==> src/rtl/load_store_unit_if.sv <==
// ----------------------------------------------------------------------------
// load_store_unit_if
//   Data memory bus between the load/store unit and data memory.
//   Handshake: the master raises bus_req with a stable address/data/byte
//   enables until bus_gnt is seen. Reads complete when bus_rvalid returns
//   bus_rdata, which may be in the same cycle as bus_gnt.
//
//   bus_req    master -> slave  request valid
//   bus_we     master -> slave  1 = write, 0 = read
//   bus_addr   master -> slave  word-aligned byte address
//   bus_wdata  master -> slave  store data, replicated across byte lanes
//   bus_be     master -> slave  byte enables
//   bus_gnt    slave -> master  request accepted this cycle
//   bus_rvalid slave -> master  read data valid
//   bus_rdata  slave -> master  read data
// ----------------------------------------------------------------------------
interface load_store_unit_if;
    logic        bus_req;
    logic        bus_we;
    logic [31:0] bus_addr;
    logic [31:0] bus_wdata;
    logic [3:0]  bus_be;
    logic        bus_gnt;
    logic        bus_rvalid;
    logic [31:0] bus_rdata;

    modport master (
        output bus_req, bus_we, bus_addr, bus_wdata, bus_be,
        input  bus_gnt, bus_rvalid, bus_rdata
    );

    modport slave (
        input  bus_req, bus_we, bus_addr, bus_wdata, bus_be,
        output bus_gnt, bus_rvalid, bus_rdata
    );
endinterface

==> src/rtl/load_store_unit.sv <==
// ----------------------------------------------------------------------------
// load_store_unit
//   Sits between the single-cycle datapath (ALUResult / WriteData) and the
//   data memory bus. Each load or store becomes one bus transaction with byte
//   enables; load data is aligned and sign/zero-extended before being handed
//   back. The core is stalled while the bus inserts wait states, and
//   misaligned, illegal or timed-out accesses raise a one-cycle fault.
//
//   Parameter TIMEOUT : cycles allowed in REQ+RSP before abort (1..255)
//
//   clk        in   system clock
//   reset      in   synchronous, active-high reset
//   mem_read   in   load request
//   mem_write  in   store request (wins when both are asserted)
//   funct3     in   access size / signedness (Instr[14:12])
//   addr       in   byte address
//   wdata      in   store data
//   rdata      out  formatted load data, held until the next load completes
//   stall      out  core must hold PC and suppress register writes
//   fault      out  one-cycle pulse on misaligned/illegal/timeout
//   bus        master side of load_store_unit_if
// ----------------------------------------------------------------------------
module load_store_unit #(
    parameter int unsigned TIMEOUT = 255
) (
    input  logic                      clk,
    input  logic                      reset,
    input  logic                      mem_read,
    input  logic                      mem_write,
    input  logic [2:0]                funct3,
    input  logic [31:0]               addr,
    input  logic [31:0]               wdata,
    output logic [31:0]               rdata,
    output logic                      stall,
    output logic                      fault,
    load_store_unit_if.master         bus
);

    typedef enum logic [1:0] {
        IDLE = 2'd0,
        REQ  = 2'd1,
        RSP  = 2'd2,
        DONE = 2'd3
    } state_t;

    // The counter holds the number of REQ/RSP cycles already spent, so the
    // abort happens in the cycle where it equals TIMEOUT-1 (the TIMEOUT-th
    // cycle). TIMEOUT must stay within 1..255 to fit the 8-bit counter.
    localparam logic [7:0] LAST_CYCLE = 8'(TIMEOUT - 1);

    state_t      state;
    logic [7:0]  cnt;
    logic [2:0]  lat_funct3;
    logic [1:0]  lat_off;
    logic        lat_we;

    logic        req;
    logic        is_write;
    logic        legal;
    logic        aligned;
    logic        start;
    logic [3:0]  st_be;
    logic [31:0] st_wdata;

    // Selects the addressed byte/halfword of a bus word and extends it.
    // Word accesses are always aligned, so the shift is zero for them.
    function automatic logic [31:0] format_load(input logic [2:0]  f3,
                                                input logic [1:0]  off,
                                                input logic [31:0] data);
        logic [31:0] shifted;
        shifted = data >> {off, 3'b000};
        case (f3)
            3'b000:  format_load = {{24{shifted[7]}}, shifted[7:0]};
            3'b100:  format_load = {24'b0, shifted[7:0]};
            3'b001:  format_load = {{16{shifted[15]}}, shifted[15:0]};
            3'b101:  format_load = {16'b0, shifted[15:0]};
            default: format_load = shifted;
        endcase
    endfunction

    // Request decode: legality depends on direction, alignment on size only.
    always_comb begin
        req      = mem_read | mem_write;
        is_write = mem_write;
        legal    = 1'b0;
        aligned  = 1'b1;
        case (funct3)
            3'b000, 3'b001, 3'b010: legal = 1'b1;
            3'b100, 3'b101:         legal = ~is_write;
            default:                legal = 1'b0;
        endcase
        case (funct3[1:0])
            2'b01:   aligned = ~addr[0];
            2'b10:   aligned = (addr[1:0] == 2'b00);
            default: aligned = 1'b1;
        endcase
        start = (state == IDLE) & req & legal & aligned;
        stall = start | (state == REQ) | (state == RSP);
    end

    // Store lane steering. Loads always fetch the whole word.
    always_comb begin
        st_be    = 4'b1111;
        st_wdata = wdata;
        if (is_write) begin
            case (funct3[1:0])
                2'b00: begin
                    st_be    = 4'b0001 << addr[1:0];
                    st_wdata = {4{wdata[7:0]}};
                end
                2'b01: begin
                    st_be    = 4'b0011 << addr[1:0];
                    st_wdata = {2{wdata[15:0]}};
                end
                default: begin
                    st_be    = 4'b1111;
                    st_wdata = wdata;
                end
            endcase
        end
    end

    // Transaction FSM with registered bus outputs. A completing handshake
    // takes priority over the timeout in the same cycle.
    always_ff @(posedge clk) begin
        if (reset) begin
            state         <= IDLE;
            cnt           <= 8'd0;
            rdata         <= 32'd0;
            fault         <= 1'b0;
            lat_funct3    <= 3'd0;
            lat_off       <= 2'd0;
            lat_we        <= 1'b0;
            bus.bus_req   <= 1'b0;
            bus.bus_we    <= 1'b0;
            bus.bus_addr  <= 32'd0;
            bus.bus_wdata <= 32'd0;
            bus.bus_be    <= 4'd0;
        end else begin
            fault <= 1'b0;
            case (state)
                IDLE: begin
                    if (req) begin
                        if (legal && aligned) begin
                            bus.bus_req   <= 1'b1;
                            bus.bus_we    <= is_write;
                            bus.bus_addr  <= {addr[31:2], 2'b00};
                            bus.bus_be    <= st_be;
                            bus.bus_wdata <= st_wdata;
                            lat_funct3    <= funct3;
                            lat_off       <= addr[1:0];
                            lat_we        <= is_write;
                            cnt           <= 8'd0;
                            state         <= REQ;
                        end else begin
                            fault <= 1'b1;
                            state <= DONE;
                        end
                    end
                end
                REQ: begin
                    if (bus.bus_gnt && (lat_we || bus.bus_rvalid)) begin
                        if (!lat_we) begin
                            rdata <= format_load(lat_funct3, lat_off, bus.bus_rdata);
                        end
                        bus.bus_req <= 1'b0;
                        state       <= DONE;
                    end else if (cnt == LAST_CYCLE) begin
                        if (!lat_we) begin
                            rdata <= 32'd0;
                        end
                        bus.bus_req <= 1'b0;
                        fault       <= 1'b1;
                        state       <= DONE;
                    end else if (bus.bus_gnt) begin
                        bus.bus_req <= 1'b0;
                        cnt         <= cnt + 8'd1;
                        state       <= RSP;
                    end else begin
                        cnt <= cnt + 8'd1;
                    end
                end
                RSP: begin
                    if (bus.bus_rvalid) begin
                        rdata <= format_load(lat_funct3, lat_off, bus.bus_rdata);
                        state <= DONE;
                    end else if (cnt == LAST_CYCLE) begin
                        rdata <= 32'd0;
                        fault <= 1'b1;
                        state <= DONE;
                    end else begin
                        cnt <= cnt + 8'd1;
                    end
                end
                DONE: begin
                    // The retiring instruction is still on the inputs here,
                    // so it must not be accepted a second time.
                    state <= IDLE;
                end
                default: state <= IDLE;
            endcase
        end
    end

endmodule
==> src/flat_wrapper.sv <==
// flat-port wrapper written by rule: the top's interface ports become plain ports
module load_store_unit_flat 
#(
    parameter int unsigned TIMEOUT = 255
)
  (clk, reset, mem_read, mem_write, funct3, addr, wdata, rdata, stall, fault, bus_bus_req, bus_bus_we, bus_bus_addr, bus_bus_wdata, bus_bus_be, bus_bus_gnt, bus_bus_rvalid, bus_bus_rdata);
  load_store_unit_if bus_i ();
  input  logic clk;
  input  logic reset;
  input  logic mem_read;
  input  logic mem_write;
  input  logic [2:0] funct3;
  input  logic [31:0] addr;
  input  logic [31:0] wdata;
  output logic [31:0] rdata;
  output logic stall;
  output logic fault;
  output wire logic [$bits(bus_i.bus_req)-1:0] bus_bus_req;
  output wire logic [$bits(bus_i.bus_we)-1:0] bus_bus_we;
  output wire logic [$bits(bus_i.bus_addr)-1:0] bus_bus_addr;
  output wire logic [$bits(bus_i.bus_wdata)-1:0] bus_bus_wdata;
  output wire logic [$bits(bus_i.bus_be)-1:0] bus_bus_be;
  input wire logic [$bits(bus_i.bus_gnt)-1:0] bus_bus_gnt;
  input wire logic [$bits(bus_i.bus_rvalid)-1:0] bus_bus_rvalid;
  input wire logic [$bits(bus_i.bus_rdata)-1:0] bus_bus_rdata;
  assign bus_bus_req = bus_i.bus_req;
  assign bus_bus_we = bus_i.bus_we;
  assign bus_bus_addr = bus_i.bus_addr;
  assign bus_bus_wdata = bus_i.bus_wdata;
  assign bus_bus_be = bus_i.bus_be;
  assign bus_i.bus_gnt = bus_bus_gnt;
  assign bus_i.bus_rvalid = bus_bus_rvalid;
  assign bus_i.bus_rdata = bus_bus_rdata;
  load_store_unit #(.TIMEOUT(TIMEOUT)) u_core (.clk(clk), .reset(reset), .mem_read(mem_read), .mem_write(mem_write), .funct3(funct3), .addr(addr), .wdata(wdata), .rdata(rdata), .stall(stall), .fault(fault), .bus(bus_i));
endmodule
==> config.mk <==
export PLATFORM = sky130hd
export DESIGN_NAME = load_store_unit_flat
export DESIGN_NICKNAME = d
export VERILOG_FILES = /design/src/rtl/load_store_unit_if.sv /design/src/rtl/load_store_unit.sv /design/src/flat_wrapper.sv
export SDC_FILE = /design/constraint.sdc
export NUM_CORES = 1
export LEC_CHECK = 0
export BUFFER_PORTS_ARGS = -buffer_cell sky130_fd_sc_hd__clkbuf_2
export CAP_MARGIN = 20
export CORE_MARGIN = 2
export CORE_UTILIZATION = 54
export CTS_BUF_LIST = sky130_fd_sc_hd__clkbuf_2 sky130_fd_sc_hd__clkbuf_4 sky130_fd_sc_hd__clkbuf_8
export DETAILED_ROUTE_END_ITERATION = 16
export PLACE_DENSITY_LB_ADDON = 0.08
export SYNTH_ARGS = -nofsm -noshare
export SYNTH_HDL_FRONTEND = slang
export SYNTH_SLANG_ARGS = --single-unit
==> constraint.sdc <==
create_clock -name clk -period 7 [get_ports clk]
set_clock_uncertainty 0.2 [all_clocks]
set_input_delay 1.4 -clock clk [delete_from_list [all_inputs] [get_ports clk]]
set_output_delay 1.4 -clock clk [all_outputs]
set_load 0.1 [all_outputs]
# Yosys cells after proc, flatten, opt, wreduce, memory -nomap -nowiden
# Index checks and enable logic that the tools add are counted.
# word_totals
ff_bits,116
n_memories,0
romBits,0
output_inout_bits,104
input_bits,105
mem_bits_rw,0
latchBits,0
wordCells,102
# op_classes
n_mux,40
bitwise_logic,8
eq_ne,21
reduce_logical,18
add_sub_neg,1
shift,3
multipliers,0
n_div,0
n_lt_le_gt_ge,0
# ops
cell,n
32-bit two-way mux,7
32-bit one-hot mux with 2 select lines,2
32-bit one-hot mux with 4 select lines,1
8-bit two-way mux,5
32-bit by 5-bit right shift with 32-bit output,1
8-bit one-hot mux with 3 select lines,1
2-bit two-way mux,7
"3-bit == test, second input constant",4
1-bit two-way mux,10
"8-bit by 1-bit adder with 8-bit output, second input constant",1
"8-bit == test, second input constant",1
"2-bit inequality test, second input constant",4
2-bit one-hot mux with 4 select lines,1
4-bit one-hot mux with 2 select lines,1
4-bit AND reduction,2
"2-bit == test, second input constant",3
"3-bit by 1-bit == test with 1-bit output, second input constant",2
2-bit zero test,3
3-bit zero test,2
"3-bit inequality test, second input constant",2
1-bit one-hot mux with 2 select lines,3
3-bit AND reduction,2
5-bit AND reduction,1
"2-bit by 1-bit == test with 1-bit output, second input constant",2
16 further kinds,23

# Longest topological paths before layout
# Gate-level depths: netlist of run 1.
# depth
ltp_word,7
ltp_mapped,10
mapped_depth_nobuf,7

# Worst setup path before layout of run 1
# Ideal clock, no wire load.
# synth_path
path_type,input to output
startpoint,input port funct3[1]
endpoint,output port stall
required_time_ns,5.400
stages,7
setup_slack_ns,2.023
path_buffers,2
arrival_ns,3.377
cell_sequence,inv_1 ha_1 buf_2 o21ba_2 o211ai_2 clkbuf_1 nand3_1
# synth_via
elab_chain_len,7
elab_cells_between_ends,15
classes_between,6 x eq/ne; 2 x mux; 4 x bitwise; 3 x reduce/logical
# synth_rtl
item,line,rtl
start: declaration,flat_wrapper.sv:12,input logic [2:0] funct3;
"3-bit by 1-bit == test with 1-bit output, or another cell as far along",load_store_unit.sv:87,case (funct3)
3-bit OR reduction or 2-bit OR reduction (tied branches),load_store_unit.sv:87,
1-bit one-hot mux with 2 select lines,load_store_unit.sv:87,
1-bit bitwise AND,load_store_unit.sv:97,start = (state == IDLE) & req & legal & aligned;
1-bit bitwise AND *,load_store_unit.sv:97,
1-bit OR * (2 in series),load_store_unit.sv:98,stall = start | (state == REQ) | (state == RSP);
end: declaration,flat_wrapper.sv:16,output logic stall;
# Mark *: on every way between the ends. The rest lies on a longest branch, timed or not.

# Worst setup path after layout of run 1
# Ends and elaborated chain as after synthesis.

==> impl_metrics.ini, run 1 <==
[cells_and_area]
flow.area_growth_from_synthesis_pct = 27.4
post-route-cell-area_um2 = 6800
final_layout_size_suffix_gt1_frac = 0.312
antenna_cells_inserted = 0
final-seq-area_um2 = 2320
multi_input_comb_area_um2 = 2760
fillers = 788
layout.nets = 933
final_cell_count_no_fill = 964
postLayoutCoreUtil = 0.702

[sta]
hold-worst-slack_ns = 0.252
timing.final.hold_violations = 0
final_critical_delay_including_setup_and_external_delays_ns = 4.88
achievable-frequency_mhz = 205
fin_ws_ns = 2.12
setup_violations = 0
timing_max_transition_violations_final = 0
final.period_utilization = 0.697
timing.slew.headroom = 0.357
setup-tns-final_ns = 0
measured_slew_at_the_worst_slew_check_pin_ns = 0.962
rsz0062_at_grt = no

[synth]
mappedNetlistArea_um2 = 5340
synth-seq-cells = 116
synth_flop_cell = sky130_fd_sc_hd__dfxtp_1
yosysWarningCount = 0
synth_cell_types = 57
netlist_instances = 636
yosys.area.top_type_share = 0.435
post-synth-top-area-cell = sky130_fd_sc_hd__dfxtp_1
synth_sequential_area_ratio = 0.435
postSynth.asyncResetShare = 0
synth.area.top_cells = sky130_fd_sc_hd__dfxtp_1 44%, sky130_fd_sc_hd__nand2_1 8.6%, sky130_fd_sc_hd__a21oi_1 5.8%
post_synth.cell_area_avg_um2 = 8.39
synth_enable_flop_cells = 0

[clock_network]
cts_tree = yes
clock_tree.htree_level_count = 4
clk_root_buffer_cell = sky130_fd_sc_hd__clkbuf_8
clkTransAtPathRegs_ns = 0.07
cts_resized = 0
tritoncts_num_sinks = 116
cts_setup_buffers = 0
clock_tree.buffer_depth = 2
clock_latency_ns = 0.43
postCtsHoldBufs = 0
numCtsBuffers = 17

[setup_path]
worstSetupEndpointType = output pin
criticalPathCategory = input pin to output pin
crit_fanout = 17
start_kind = input pin
crit_arrival_ns = 3.28
start_of_the_worst_register_to_register_path = u_core.state[0]
critical_path_required_ns = 5.40
setup.worst_path.start = funct3[1]

[pwr]
totalPowerFinal_mw = 2.58
combinationalPowerShare = 0.441
seq_power_share = 0.309
power.static_leakage_nw = 2.94
internal-power_mw = 1.36
irDropWorstVdd_uv = 194
power_per_cell_area_nw_per_um2 = 379
sw_frac_of_total = 0.472
total_switching_power_mw = 1.22
pwr-share-clk = 0.250

[drt]
detailroute.via_count = 5437
drt_pass1_iterations = 5
final_antenna_net_count = 0
route.detailed.drc = 0
viasPerCell = 5.64
first_iter_violations = 323
wirelength_mm = 15.2
wire_length_per_cell_um = 15.7

[run]
drv.max_cap_violation_count = 0

[place]
place_inst = 933
count_of_buffers_inserted_at_the_top_level_ports = 206
dp_hpwl_mm = 10.6
preCtsSetupSlack_ns = 2.15
gpl.final_weighted_congestion = 0.850
detailed_place.area_um2 = 6390

[grt]
vias_in_the_first_global_route = 5041
grt_pass1_wl_mm = 24.0
global_route.overflow_total = 0
grt_start_max_net_pins = 75
grt_antenna_before_repair = 0
global_route.usage.total = 0.286

[floorplanning]
rows = 36
initial_standard_cell_utilization_of_the_core = 0.551
fp.coreArea_um2 = 9680
die_height_um = 103
die_width_um = 103
pin_count = 209
die_area_um2 = 10700

[worst_hold_path]
hold_path.class = flop to flop
hold_path_startpoint = u_core.bus.bus_addr[25]

[outcome]
outcome = completed
==> path summary, 6_finish.rpt <==
kind,endpoint,slack [ns],cells past startpoint
setup / recovery,stall,2.12,8
hold / removal,u_core.bus.bus_addr[25],0.25,2
setup reg to reg,u_core.bus.bus_wdata[10],3.60,8
hold reg to reg,u_core.bus.bus_addr[25],0.25,2
==> layer usage <==
metal | track usage | routed length, µm | vias up
met3 | 0.0981 | 1320 | 19
met4 | 0.0951 | 187 | 0
met5 | 0 | 0 | -
li1 | - | - | 2652
met1 | 0.376 | 6400 | 2540
met2 | 0.441 | 7280 | 226
==> critical path: stages <==
cell and delay [ns]:
sky130_fd_sc_hd__clkbuf_2 0.10, sky130_fd_sc_hd__inv_1 0.08, sky130_fd_sc_hd__ha_1 0.53, sky130_fd_sc_hd__o21bai_1 0.18
sky130_fd_sc_hd__a21oi_2 0.28, sky130_fd_sc_hd__o211ai_4 0.12, sky130_fd_sc_hd__nand3_1 0.11, sky130_fd_sc_hd__clkbuf_2 0.47
==> layout by cell type, fill, tap and decap left out, drive strengths merged, types with 3 or more instances in the layout <==
| cell | count |
|---|---|
| a211o | 10 |
| a211oi | 6 |
| a21oi | 64 |
| a221o | 14 |
| a22o | 25 |
| a22oi | 9 |
| a311oi | 3 |
| a32o | 7 |
| buf | 6 |
| bufinv | 3 |
| clkbuf | 227 |
| clkinv | 6 |
| dfxtp | 116 |
| ha | 9 |
| inv | 15 |
| mux2i | 19 |
| nand2 | 123 |
| nand2b | 3 |
| nand3 | 6 |
| nand4 | 7 |
| nor2 | 40 |
| nor2b | 12 |
| nor3 | 21 |
| nor4 | 8 |
| o21ai | 26 |
| o21bai | 4 |
| o22ai | 3 |
| o32ai | 4 |
| or2 | 3 |
| or3 | 5 |
==> synth_stat cells, types with 9 or more instances <==
master,n
sky130_fd_sc_hd__inv_1,15
sky130_fd_sc_hd__ha_1,9
sky130_fd_sc_hd__mux2i_1,19
sky130_fd_sc_hd__nor2_1,40
sky130_fd_sc_hd__nor3_1,20
sky130_fd_sc_hd__nand2_1,122
sky130_fd_sc_hd__o21ai_0,26
sky130_fd_sc_hd__nor2b_1,12
sky130_fd_sc_hd__buf_2,13
sky130_fd_sc_hd__a21oi_1,62
sky130_fd_sc_hd__a22oi_1,9
sky130_fd_sc_hd__a211o_1,10
sky130_fd_sc_hd__a22o_1,25
sky130_fd_sc_hd__clkbuf_1,30
sky130_fd_sc_hd__dfxtp_1,116
sky130_fd_sc_hd__a221o_1,14
==> flip-flops by register name, indices dropped and copies added (netlist names) <==
register / cells
u_core.state: 2
u_core.bus.bus_req: 1
u_core.lat_we: 1
u_core.bus.bus_wdata: 32
u_core.fault: 1
u_core.rdata: 32
u_core.cnt: 8
u_core.lat_off: 2
u_core.lat_funct3: 3
u_core.bus.bus_be: 4
u_core.bus.bus_addr: 30
==> power groups by stage <==
stage	sequential [mW]	clock, mW	combinational, mW
after global routing	0.807	0.687	1.20
after CTS	0.796	0.653	1.13
after floorplan	1.33	0	0.402
final	0.796	0.645	1.14
after detailed placement	0.809	0	1.13
after global placement	0.805	0	1.11
==> cells by family after synthesis <==
logic type                 synth area share
AOI/OAI and AO/OA                     0.261
other                              0.000703
adders and majority gates            0.0211
buffers and inverters                0.0516
DFF                                   0.435
and+or+nand+nor                       0.195
muxes                                0.0356
==> cell type report <==
| cell class | count | share of cell area |
|---|---|---|
| Sequential cell | 116 | 0.342 |
| Inverter | 16 | 0.00883 |
| Clock inverter | 10 | 0.0191 |
| Tap cell | 133 | 0.0245 |
| Clock buffer | 21 | 0.0416 |
| Timing Repair Buffer | 212 | 0.158 |
| Multi-Input combinational cell | 456 | 0.406 |
No activity file was read; power rests on OpenSTA's default activity.
==> run 2, diff against run 1 <==
--- a/config.mk
+++ b/config.mk
@@ -5,10 +5,11 @@
 export SDC_FILE = /design/constraint.sdc
 export NUM_CORES = 1
 export LEC_CHECK = 0
+export ABC_AREA = 1
 export BUFFER_PORTS_ARGS = -buffer_cell sky130_fd_sc_hd__clkbuf_2
 export CAP_MARGIN = 20
 export CORE_MARGIN = 2
-export CORE_UTILIZATION = 54
+export CORE_UTILIZATION = 47
 export CTS_BUF_LIST = sky130_fd_sc_hd__clkbuf_2 sky130_fd_sc_hd__clkbuf_4 sky130_fd_sc_hd__clkbuf_8
 export DETAILED_ROUTE_END_ITERATION = 16
 export PLACE_DENSITY_LB_ADDON = 0.08
==> constraint.sdc (replaced) <==
create_clock -name clk -period 4.1 [get_ports clk]
set_clock_uncertainty 0.2 [all_clocks]
set_input_delay 0.82 -clock clk [delete_from_list [all_inputs] [get_ports clk]]
set_output_delay 0.82 -clock clk [all_outputs]
set_load 0.1 [all_outputs]
==> run 2 against run 1 <==
- cell count increased by 21%
- clock power increased by 78%
- sequential share of layout area decreased by 1.6 points
- routed wire length increased by 4.7%
- register-to-register slack got worse by 2.2 ns
- hold slack improved by 0.012 ns
- sequential cell count unchanged
- highest routed layer unchanged
==> impl_metrics.ini, run 2 <==
[synth]
synth_enable_flop_cells = 0
mappedNetlistArea_um2 = 5740
simple_gate_share_of_the_synthesized_area = 0.301
synthXorXnorAreaFrac = 0.00305
synth_top_family_by_area = simple AND/OR/NAND/NOR gates
post_synth.cell_area_avg_um2 = 6.88
netlist_instances = 834
synth_most_common_cell = sky130_fd_sc_hd__nand2_1
synth.area.top_cells = sky130_fd_sc_hd__dfxtp_1 40%, sky130_fd_sc_hd__nand2_1 12%, sky130_fd_sc_hd__a21oi_1 8.4%
synth_top_cells_by_count = 188 x sky130_fd_sc_hd__nand2_1, 127 x sky130_fd_sc_hd__nor2_1, 116 x sky130_fd_sc_hd__dfxtp_1
yosysWarningCount = 0
postSynth.asyncResetShare = 0
synth_compound_gate_area_share = 0.188
synth-seq-cells = 116
fraction_of_the_mapped_netlist_area_in_adder_cells = 0.0196
synth_flop_cell = sky130_fd_sc_hd__dfxtp_1
synth_mux_area_frac = 0
synth_sequential_area_ratio = 0.405
post-synth-top-area-cell = sky130_fd_sc_hd__dfxtp_1
synth_cell_types = 36
yosys.area.top_type_share = 0.405

[grt]
grt_start_max_net_pins = 99
gr-max-usage-layer = met2
global_route.usage.total = 0.247
globalRouteMet2Util = 0.402
vias_in_the_first_global_route = 5490
grt_pass1_wl_mm = 26.0
grt_antenna_before_repair = 0
use_met3 = 0.0731
groute.layer.met1.usage = 0.311
global_route.overflow_total = 0

[clock_network]
clkTransAtPathRegs_ns = 0.07
numCtsBuffers = 17
postCtsHoldBufs = 0
clock_latency_ns = 0.44
tritoncts_num_sinks = 116
clock_tree.htree_level_count = 4
cts_resized = 0
cts_setup_buffers = 0
clk_root_buffer_cell = sky130_fd_sc_hd__clkbuf_8
clock_tree.buffer_depth = 2
cts_tree = yes

[pwr]
totalPowerFinal_mw = 5.31
irDropWorstVdd_uv = 390
power.static_leakage_nw = 3.51
power_per_cell_area_nw_per_um2 = 743

[sta]
timing.slew.headroom = 0.426
rsz0062_at_grt = no
measured_slew_at_the_worst_slew_check_pin_ns = 0.860
achievable-frequency_mhz = 305
setup_violations = 0
hold-worst-slack_ns = 0.264
final_critical_delay_including_setup_and_external_delays_ns = 3.28
timing.final.hold_violations = 0
setup-tns-final_ns = 0
timing_max_transition_violations_final = 0
final.period_utilization = 0.800

[floorplanning]
die_height_um = 115
initial_standard_cell_utilization_of_the_core = 0.480
fp.coreArea_um2 = 12000
die_area_um2 = 13100
die_width_um = 115
pin_count = 209
rows = 40

[drt]
viasPerCell = 5.11
final_antenna_net_count = 0
route.detailed.drc = 0
drt_pass1_iterations = 5
wire_length_per_cell_um = 13.6
first_iter_violations = 309
detailroute.via_count = 5980
wirelength_mm = 15.9

[setup_path]
crit_fanout = 11
critical_path_required_ns = 3.08
ff2ff_path_depth = 6
start_kind = input pin
criticalPathCategory = input pin to output pin
worstSetupEndpointType = output pin
crit_arrival_ns = 2.26

[cells_and_area]
flow.area_growth_from_synthesis_pct = 24.4
final_layout_size_suffix_gt1_frac = 0.263
final_cell_count_no_fill = 1171
layout_commonest_cell = sky130_fd_sc_hd__clkbuf_2
leading_registers_by_flop_count = u_core.bus.bus_wdata (32), u_core.rdata (32), u_core.bus.bus_addr (30)
layout.nets = 1125
antenna_cells_inserted = 0
most-common-layout-cells = 205 x sky130_fd_sc_hd__clkbuf_2, 188 x sky130_fd_sc_hd__nand2_1, 127 x sky130_fd_sc_hd__nor2_1

[place]
count_of_buffers_inserted_at_the_top_level_ports = 206
gpl.final_weighted_congestion = 0.797
place_inst = 1139
dp_hpwl_mm = 11.4

[worst_hold_path]
hold_path.class = flop to flop
worst_hold_path.num_cells = 2

[run]
drv.max_cap_violation_count = 0

[outcome]
outcome = completed
[run 2: worst max-delay path, cell delays in order]
cell and delay (ns):
sky130_fd_sc_hd__clkbuf_2 0.09, sky130_fd_sc_hd__inv_1 0.09, sky130_fd_sc_hd__ha_1 0.40, sky130_fd_sc_hd__inv_1 0.12
sky130_fd_sc_hd__nand2_2 0.11, sky130_fd_sc_hd__nand2_1 0.05, sky130_fd_sc_hd__nand2_1 0.06, sky130_fd_sc_hd__nand2_2 0.09
sky130_fd_sc_hd__nor2_4 0.10, sky130_fd_sc_hd__inv_2 0.04, sky130_fd_sc_hd__nand2_1 0.09, sky130_fd_sc_hd__buf_12 0.18
[run 2: worst paths after layout]
| kind | start | end | slack (ns) |
|---|---|---|---|
| max | funct3[1] | stall | 0.82 |
| min | u_core.rdata[8] | u_core.rdata[8] | 0.26 |
| max reg2reg | u_core.lat_off[1] | u_core.rdata[24] | 1.45 |
| min reg2reg | u_core.rdata[8] | u_core.rdata[8] | 0.26 |
[run 2: cell families after synthesis]
| group | count (synthesis) |
|---|---|
| compound gates | 200 |
| buf+inv | 96 |
| xor+xnor | 2 |
| fa+ha+maj | 9 |
| flops | 116 |
| simple gates | 410 |
| other cells | 1 |
[run 2: layout make-up]
cell class                      instances  area (µm²)
Timing Repair Buffer                  213        1100
Sequential cell                       116        2320
Inverter                               40         155
Multi-Input combinational cell        623        2940
Tap cell                              147         184
Fill cell                            1242        4820
Clock buffer                           19         262
Clock inverter                         13         175
[run 2: metal layers]
layer / routed length, µm / vias to the layer above
met5: 0 / -
met4: 319 / 0
met3: 1100 / 26
met2: 7360 / 176
met1: 7120 / 2692
li1: - / 3086
[run 2: through the flow]
| stage | instance area [µm²] | util | setup slack, ns |
|---|---|---|---|
| after CTS | 7140 | 0.597 | 0.803 |
| final | 7140 | 0.597 | 0.821 |
| after floorplan | 5740 | - | 0.513 |
| after detailed placement | 6700 | 0.560 | 0.799 |
| after global placement | 6700 | 0.560 | 0.840 |
| after global routing | 7140 | 0.597 | 0.639 |
[run 2: report_power, final]
group          total [mW]  leakage (nW)  switching, mW  internal, mW
combinational        2.72          2.35           2.22         0.495
sequential           1.44         0.944          0.117          1.33
clock                1.15         0.213          0.508         0.641
==> run 3, diff against run 2 <==
--- a/config.mk
+++ b/config.mk
@@ -5,11 +5,11 @@
 export SDC_FILE = /design/constraint.sdc
 export NUM_CORES = 1
 export LEC_CHECK = 0
-export ABC_AREA = 1
+export ABC_AREA = 0
 export BUFFER_PORTS_ARGS = -buffer_cell sky130_fd_sc_hd__clkbuf_2
 export CAP_MARGIN = 20
 export CORE_MARGIN = 2
-export CORE_UTILIZATION = 47
+export CORE_UTILIZATION = 51
 export CTS_BUF_LIST = sky130_fd_sc_hd__clkbuf_2 sky130_fd_sc_hd__clkbuf_4 sky130_fd_sc_hd__clkbuf_8
 export DETAILED_ROUTE_END_ITERATION = 16
 export PLACE_DENSITY_LB_ADDON = 0.08
==> constraint.sdc (replaced) <==
create_clock -name clk -period 3.3 [get_ports clk]
set_clock_uncertainty 0.2 [all_clocks]
set_input_delay 0.66 -clock clk [delete_from_list [all_inputs] [get_ports clk]]
set_output_delay 0.66 -clock clk [all_outputs]
set_load 0.1 [all_outputs]
==> run 3 against run 2 <==
- hold slack worse by 0.032 ns
- final area down 3.8%
- first-iteration DRC count shrank 4.9%
- highest routed layer unchanged
- register-to-register slack got worse by 0.71 ns
- total power rose by 2.6%
- clock power up 13%
- utilization rose by 7.4 points
- routed wire length decreased by 3.5%
==> impl_metrics.ini, run 3 (synthesis gave the netlist of run 1 again) <==
[setup_path]
worst-r2r-setup-slack_ns = 0.74
crit-reg2reg-capture = u_core.bus.bus_wdata[29]
crit_fanout = 10
crit_arrival_ns = 2.08
crit_path_end = stall
setup.worst_path.start = funct3[1]
worstSetupEndpointType = output pin
start_of_the_worst_register_to_register_path = u_core.state[0]
ff2ff_path_depth = 8
start_kind = input pin
criticalPathCategory = input pin to output pin
critical_path_required_ns = 2.44

[sta]
final_critical_delay_including_setup_and_external_delays_ns = 2.94
setup-tns-final_ns = 0
final.period_utilization = 0.890
timing.slew.headroom = 0.288
timing_max_transition_violations_final = 0
rsz0062_at_grt = no
setup_violations = 0
achievable-frequency_mhz = 341
timing.final.hold_violations = 0
measured_slew_at_the_worst_slew_check_pin_ns = 1.06

[grt]
global_route.usage.total = 0.272
grt_antenna_before_repair = 0
grt_start_max_net_pins = 60
vias_in_the_first_global_route = 5109
grt_pass1_wl_mm = 24.5
global_route.overflow_total = 0

[pwr]
internal-power_mw = 2.83
combinationalPowerShare = 0.450
power_per_cell_area_nw_per_um2 = 793
sw_frac_of_total = 0.481
pwr-share-clk = 0.238
power.static_leakage_nw = 2.97
totalPowerFinal_mw = 5.45
seq_power_share = 0.311
total_switching_power_mw = 2.62
irDropWorstVdd_uv = 473

[place]
count_of_buffers_inserted_at_the_top_level_ports = 206
dp_hpwl_mm = 11.1
gpl.final_weighted_congestion = 0.886

[cells_and_area]
antenna_cells_inserted = 0
most-common-layout-cells = 205 x sky130_fd_sc_hd__clkbuf_2, 122 x sky130_fd_sc_hd__nand2_1, 116 x sky130_fd_sc_hd__dfxtp_1
leading_registers_by_flop_count = u_core.bus.bus_wdata (32), u_core.rdata (32), u_core.bus.bus_addr (30)
layout.nets = 941
fillers = 892
final_layout_size_suffix_gt1_frac = 0.320
layout_commonest_cell = sky130_fd_sc_hd__clkbuf_2
flow.area_growth_from_synthesis_pct = 28.7

[drt]
final_antenna_net_count = 0
wirelength_mm = 15.3
wire_length_per_cell_um = 15.7
drt_pass1_iterations = 5
first_iter_violations = 294
detailroute.via_count = 5428
route.detailed.drc = 0
viasPerCell = 5.56

[clock_network]
cts_resized = 0
numCtsBuffers = 17
cts_setup_buffers = 0
tritoncts_num_sinks = 116
clock_tree.buffer_depth = 2
cts_tree = yes
postCtsHoldBufs = 0
clk_root_buffer_cell = sky130_fd_sc_hd__clkbuf_8
clock_latency_ns = 0.44
clkTransAtPathRegs_ns = 0.07
clock_tree.htree_level_count = 4

[floorplanning]
die_width_um = 106
initial_standard_cell_utilization_of_the_core = 0.522
rows = 37
die_height_um = 106
fp.coreArea_um2 = 10200
pin_count = 209
die_area_um2 = 11300

[outcome]
outcome = completed

[run]
drv.max_cap_violation_count = 0

[worst_hold_path]
hold_path.class = input pin to flop
## run 3: power by group through the flow
stage | logic, mW | registers, mW | clock network, mW
5_1_grt | 2.59 | 1.72 | 1.38
4_1_cts | 2.45 | 1.69 | 1.31
2_1_floorplan | 0.856 | 2.82 | 0
3_5_place_dp | 2.44 | 1.72 | 0
6_report | 2.45 | 1.70 | 1.30
3_3_place_gp | 2.41 | 1.72 | 0
## run 3: metal layers
layer,track usage,part of all wire
met1,0.346,0.42
met2,0.432,0.48
met3,0.0840,0.080
met4,0.105,0.018
met5,0,0
## run 3: worst max-delay path, stage by stage
cell                       delay (ns)
sky130_fd_sc_hd__clkbuf_2        0.11
sky130_fd_sc_hd__inv_1           0.08
sky130_fd_sc_hd__ha_1            0.33
sky130_fd_sc_hd__o21bai_1        0.14
sky130_fd_sc_hd__a21oi_2         0.27
sky130_fd_sc_hd__o211ai_4        0.14
sky130_fd_sc_hd__nand3_2         0.14
sky130_fd_sc_hd__buf_12          0.18
## run 3: how the worst min path moves through the flow
stage | from | end | slack, ns | cells past startpoint
final | addr[2] | u_core.bus.bus_addr[2] | 0.23 | 3
after global routing | addr[28] | u_core.bus.bus_addr[28] | 0.22 | 3
after global placement | u_core.bus.bus_addr[23] | u_core.bus.bus_addr[23] | 0.24 | 2
after detailed placement | u_core.bus.bus_addr[3] | u_core.bus.bus_addr[3] | 0.25 | 2
after CTS | addr[7] | u_core.bus.bus_addr[7] | 0.21 | 3
after floorplan | u_core.lat_funct3[2] | u_core.lat_funct3[2] | 0.26 | 2
## run 3: layout make-up
class,count,area [µm²],share of cell area
timing repair buffer,220,1150,0.168
clock inverter,13,134,0.0195
tap,136,170,0.0248
inverter,16,60.1,0.00875
multi-input combinational,456,2770,0.403
clock buffer,19,262,0.0381
sequential,116,2320,0.338
## run 3: through the flow
| step | cells | cell area (µm²) | hold WS (ns) | setup slack, ns | util |
|---|---|---|---|---|---|
| after CTS | 976 | 6870 | 0.210 | 0.370 | 0.671 |
| after global placement | 944 | 6470 | 0.244 | 0.234 | 0.632 |
| after global routing | 976 | 6870 | 0.218 | 0.260 | 0.671 |
| after detailed placement | 944 | 6470 | 0.249 | 0.108 | 0.632 |
| after floorplan | 637 | 5350 | 0.257 | 0.0767 | - |
| final | 976 | 6870 | 0.232 | 0.364 | 0.671 |
